<file path="src/rtl/nexys4_ddr_top.sv">
// Nexys4-DDR test datapath: two 8-bit switch operands feed a two-stage
// registered pipeline computing add/xor or multiply; results and a count of
// enabled updates are shown on the LEDs.
module nexys4_ddr_top #(
    parameter int unsigned A_W   = 8,
    parameter int unsigned CNT_W = 16
) (
    input  logic        CLK100MHZ,
    input  logic        CPU_RESETN,   // active-high despite the legacy name
    input  logic        BTNC,
    input  logic        UART_TXD_IN,
    input  logic [31:0] SW,
    output logic [31:0] LED
);

    // Stage-1 operand/control registers
    logic [A_W-1:0]   a_q, b_q;
    logic             en_q, md_q;

    // Stage-2 result and update counter
    logic [2*A_W-1:0] res_q, res_d;
    logic [CNT_W-1:0] cnt_q, cnt_d;
    logic [2*A_W-1:0] prod;
    logic [A_W-1:0]   sum;

    // Upper switches carry no function on this board build.
    logic unused_sw;
    assign unused_sw = ^SW[31:16];

    // Stage 1: sample switches and controls every cycle
    always_ff @(posedge CLK100MHZ) begin
        if (CPU_RESETN) begin
            a_q  <= '0;
            b_q  <= '0;
            en_q <= 1'b0;
            md_q <= 1'b0;
        end else begin
            a_q  <= SW[2*A_W-1:A_W];
            b_q  <= SW[A_W-1:0];
            en_q <= BTNC;
            md_q <= UART_TXD_IN;
        end
    end

    // Stage 2 next state: select add/xor or product, bump the counter on update
    always_comb begin
        res_d = res_q;
        cnt_d = cnt_q;
        sum   = a_q + b_q;   // carry out intentionally dropped
        prod  = (2*A_W)'(a_q) * (2*A_W)'(b_q);
        if (en_q) begin
            if (md_q) begin
                res_d = prod;
            end else begin
                res_d = {a_q ^ b_q, sum};
            end
            cnt_d = cnt_q + CNT_W'(1);
        end
    end

    // Stage 2 register: LED is driven only from these flops
    always_ff @(posedge CLK100MHZ) begin
        if (CPU_RESETN) begin
            res_q <= '0;
            cnt_q <= '0;
        end else begin
            res_q <= res_d;
            cnt_q <= cnt_d;
        end
    end

    assign LED = {cnt_q, res_q};

endmodule

</file>
<file path="config.mk">
export PLATFORM = sky130hd
export DESIGN_NAME = nexys4_ddr_top
export DESIGN_NICKNAME = d
export VERILOG_FILES = /design/src/rtl/nexys4_ddr_top.sv
export SDC_FILE = /design/constraint.sdc
export NUM_CORES = 1
export LEC_CHECK = 0
export ABC_AREA = 0
export CAP_MARGIN = 20
export CORE_MARGIN = 2
export CORE_UTILIZATION = 59
export DETAILED_ROUTE_END_ITERATION = 8
export PLACE_DENSITY = 0.87
export SKIP_CTS_REPAIR_TIMING = 1
export SLEW_MARGIN = 20
export SYNTH_ARGS = -nofsm -noshare
export SYNTH_HDL_FRONTEND = slang
export SYNTH_SLANG_ARGS = --single-unit
</file>
<file path="constraint.sdc">
create_clock -name CLK100MHZ -period 7.2 [get_ports CLK100MHZ]
set_clock_uncertainty 0.15 [all_clocks]
set_input_delay 1.44 -clock CLK100MHZ [delete_from_list [all_inputs] [get_ports CLK100MHZ]]
set_output_delay 1.44 -clock CLK100MHZ [all_outputs]
set_load 0.01 [all_outputs]
</file>
==> flow_metrics.env <==
export IMPL_path_class="reg -> reg"
export IMPL_routed_wl_um=9451
export IMPL_critPathMaxFanout=8
export IMPL_dr_pass1_iters=5
export IMPL_synth_top_area_share_pct=23.80
export IMPL_syn2layout_area_growth_pct=16.07
export IMPL_dp_hpwl_um=7400
export IMPL_slew_viol_final=0
export IMPL_hold_ws_ns=0.3364
export IMPL_min_path_type="reg -> reg"
export IMPL_overflow=0
export IMPL_worstPathArrival_ns=5.07
export IMPL_htree_num_levels=2
export IMPL_grtUsageMet1_pct=33.41
export IMPL_grt_util_met2_pct=47.30
export IMPL_postRouteAntennaNets=0
export IMPL_gr_usage_all_layers_pct=26.90
export IMPL_ys_types=47
export IMPL_final_core_util_pct=71.45
export IMPL_pin_count=68
export IMPL_cts_root_buf="clkbuf_8"
export IMPL_crit_end="res_q[15]"
export IMPL_synth_largest_area_cell="dfxtp_1"
export IMPL_cp_startpoint="b_q[4]"
export IMPL_path_delay_family="adder cells"
export IMPL_slowest_stage="a211oi_1"
export IMPL_fin_nets=635
export IMPL_fin_crit_sh_pct=70.51
export IMPL_finish_instance_area_mm2=0.004881
export IMPL_syn_area_mm2=0.004205
export IMPL_grt_pass1_wl_um=16280
export IMPL_worst_path_buf_inv=2
export IMPL_die_area_mm2=0.007819
export IMPL_gp_congestion=0.8847
export IMPL_slowest_delay_ns=0.57
export IMPL_grt_max_degree=52
export IMPL_period_needed_ns=5.077
export IMPL_routedWlPerCell_um=15.39
export IMPL_insertion_delay_ns=0.32
export IMPL_rsz0062_at_grt="false"
export IMPL_drv_cap=0
export IMPL_clockBufferDepth=2
export IMPL_synthArstFlopShare_pct=0
export IMPL_synth_edff_count=0
export IMPL_powerDensity_mw_per_mm2=134.1
export IMPL_start_util_pct=61.56
export IMPL_vias_per_cell=5.681
export IMPL_dp_slack_ns=2.236
export IMPL_grt_pass1_vias=3638
export IMPL_drc=0
export IMPL_hold_viol=0
export IMPL_synthMostInstantiatedCell="inv_1"
export IMPL_syn_nets=590
export IMPL_rows=30
export IMPL_peakVddDrop_mv=0.07897
export IMPL_ys_warn_count=0
export IMPL_setup_viol=0
export IMPL_fp_coreArea_mm2=0.006832
export IMPL_status="finished clean"
export IMPL_drive_above_1_share_pct=2.896
export IMPL_met3_usage_pct=4.291
export IMPL_netlist_top_cells_area="dfxtp_1 24%, fa_1 18%, ha_1 13%"
export IMPL_synthCells=472
export IMPL_r2r_slack_ns=2.12
export IMPL_cpMostUsedCell="fa_1"
export IMPL_cts_tree="built"
export IMPL_setup_ws_ns=2.123
export IMPL_io_buffers=51
export IMPL_ys_flop_type="dfxtp_1"
export IMPL_p_leak_uw=0.002208
export IMPL_clock_sinks=50
export IMPL_vias=3488
export IMPL_clk_pin_slew_ns=0.11
export IMPL_crit_chain="ha_1 -> fa_1 -> fa_1 -> fa_1 -> inv_1 -> fa_1 -> inv_1 -> ha_1 -> o211ai_1 -> a21oi_1 -> a211oi_1 -> o221ai_1 -> xnor2_1 -> a31oi_1"
export IMPL_post_dp_cell_area_mm2=0.004783
export IMPL_netlist_top_cells_count="56 x inv_1, 50 x dfxtp_1, 45 x and2_1, 45 x ha_1, 37 x fa_1"
export IMPL_endpoint_kind="flop"
export IMPL_crit_path_start_kind="flop"
export IMPL_finalSetupTns_ns=0
export IMPL_max_freq_ghz=0.1970
export IMPL_reg2reg_to="res_q[15]"
export IMPL_antenna_found_initial=0
export IMPL_busiest_layer="met2"
export IMPL_crit_required_ns=7.20
export IMPL_die_x_um=88.43
export IMPL_antenna_cells=0
export IMPL_cts_buffers=5
export IMPL_synth_seq_cells=50
export IMPL_drt_iter0_drc=230
export IMPL_critical_path_depth=14
export IMPL_r2r_cells=14
export IMPL_worstMarginPinSlew_ns=0.9856
export IMPL_avgSynthCellArea_um2=8.909
export IMPL_slew_headroom_pct=34.20
export IMPL_r2r_start="b_q[4]"
export IMPL_synth_yosys_seq_area_share_pct=23.80
export IMPL_die_h_um=88.43
## registers in the layout, summed over array words and instances, names as in the netlist
register / cells
cnt_q: 16
md_q: 1
a_q: 8
res_q: 16
b_q: 8
en_q: 1
## layout by cell type, fill, tap and decap left out, types with 7 or more instances in the layout
cell,synthesis,layout
xor2_1,11,11
clkdlybuf4s50_1,0,50
or3_1,7,7
a21oi_1,18,18
and2_1,45,45
xnor2_1,10,10
a31oi_1,8,8
nor2_1,30,30
o21ai_0,18,18
a211oi_1,9,9
nand2_1,35,35
ha_1,45,45
nor2b_1,21,21
fa_1,37,37
dfxtp_1,50,50
inv_1,56,56
## stage by stage
stage                     total power, µW  std cells
after floorplan                     420.8        472
after global placement              470.7        606
after detailed placement            480.0        606
after CTS                           657.7        614
after global routing                693.4        614
final                               654.7        614
## layout make-up
type,count,area (µm²)
inverters,56,210.2
multi-input cells,352,2939
flip-flops and latches,50,1001
repair buffers,52,513.0
clock buffers,5,68.82
fillers,549,1951
well taps,96,120.1
clock inverters,3,28.78
## worst reg2reg max path: cells and delay by family, from the launching register on
kind,cells,cell delay (ns)
compound gates,5,1.10
buf+inv,2,0.10
fa+ha+maj,6,2.86
flops,1,0.50
xor+xnor,1,0.21
## report_power, final
part / total, µW / switching (µW) / internal [µW]
clock: 179 / 107 / 72.2
sequential: 308 / 19.3 / 289
combinational: 168 / 88.8 / 79.1
total: 655 / 215 / 440
## layer usage
layer	part of all wire, %	routed length, µm
met5	0	0
met4	2.6	244
met3	6.2	583
met2	51	4796
met1	40	3826
## cell families after synthesis
group / count (synthesis) / synth area share, %
buffers and inverters: 70 / 6.307
AO/OA/AOI/OAI: 75 / 11.19
flip-flops: 50 / 23.80
AND/OR/NAND/NOR: 169 / 22.14
adder cells (fa/ha/maj): 82 / 31.00
multiplexers: 5 / 1.190
XOR/XNOR: 21 / 4.374
## worst min path at each step
stage / cells after the start / from / end
after floorplan: 2 / res_q[3] / res_q[3]
after global placement: 2 / res_q[4] / res_q[4]
after detailed placement: 2 / res_q[4] / res_q[4]
after CTS: 2 / res_q[4] / res_q[4]
after global routing: 2 / res_q[8] / res_q[8]
final: 2 / res_q[4] / res_q[4]
(Power assumes the default switching activity.)
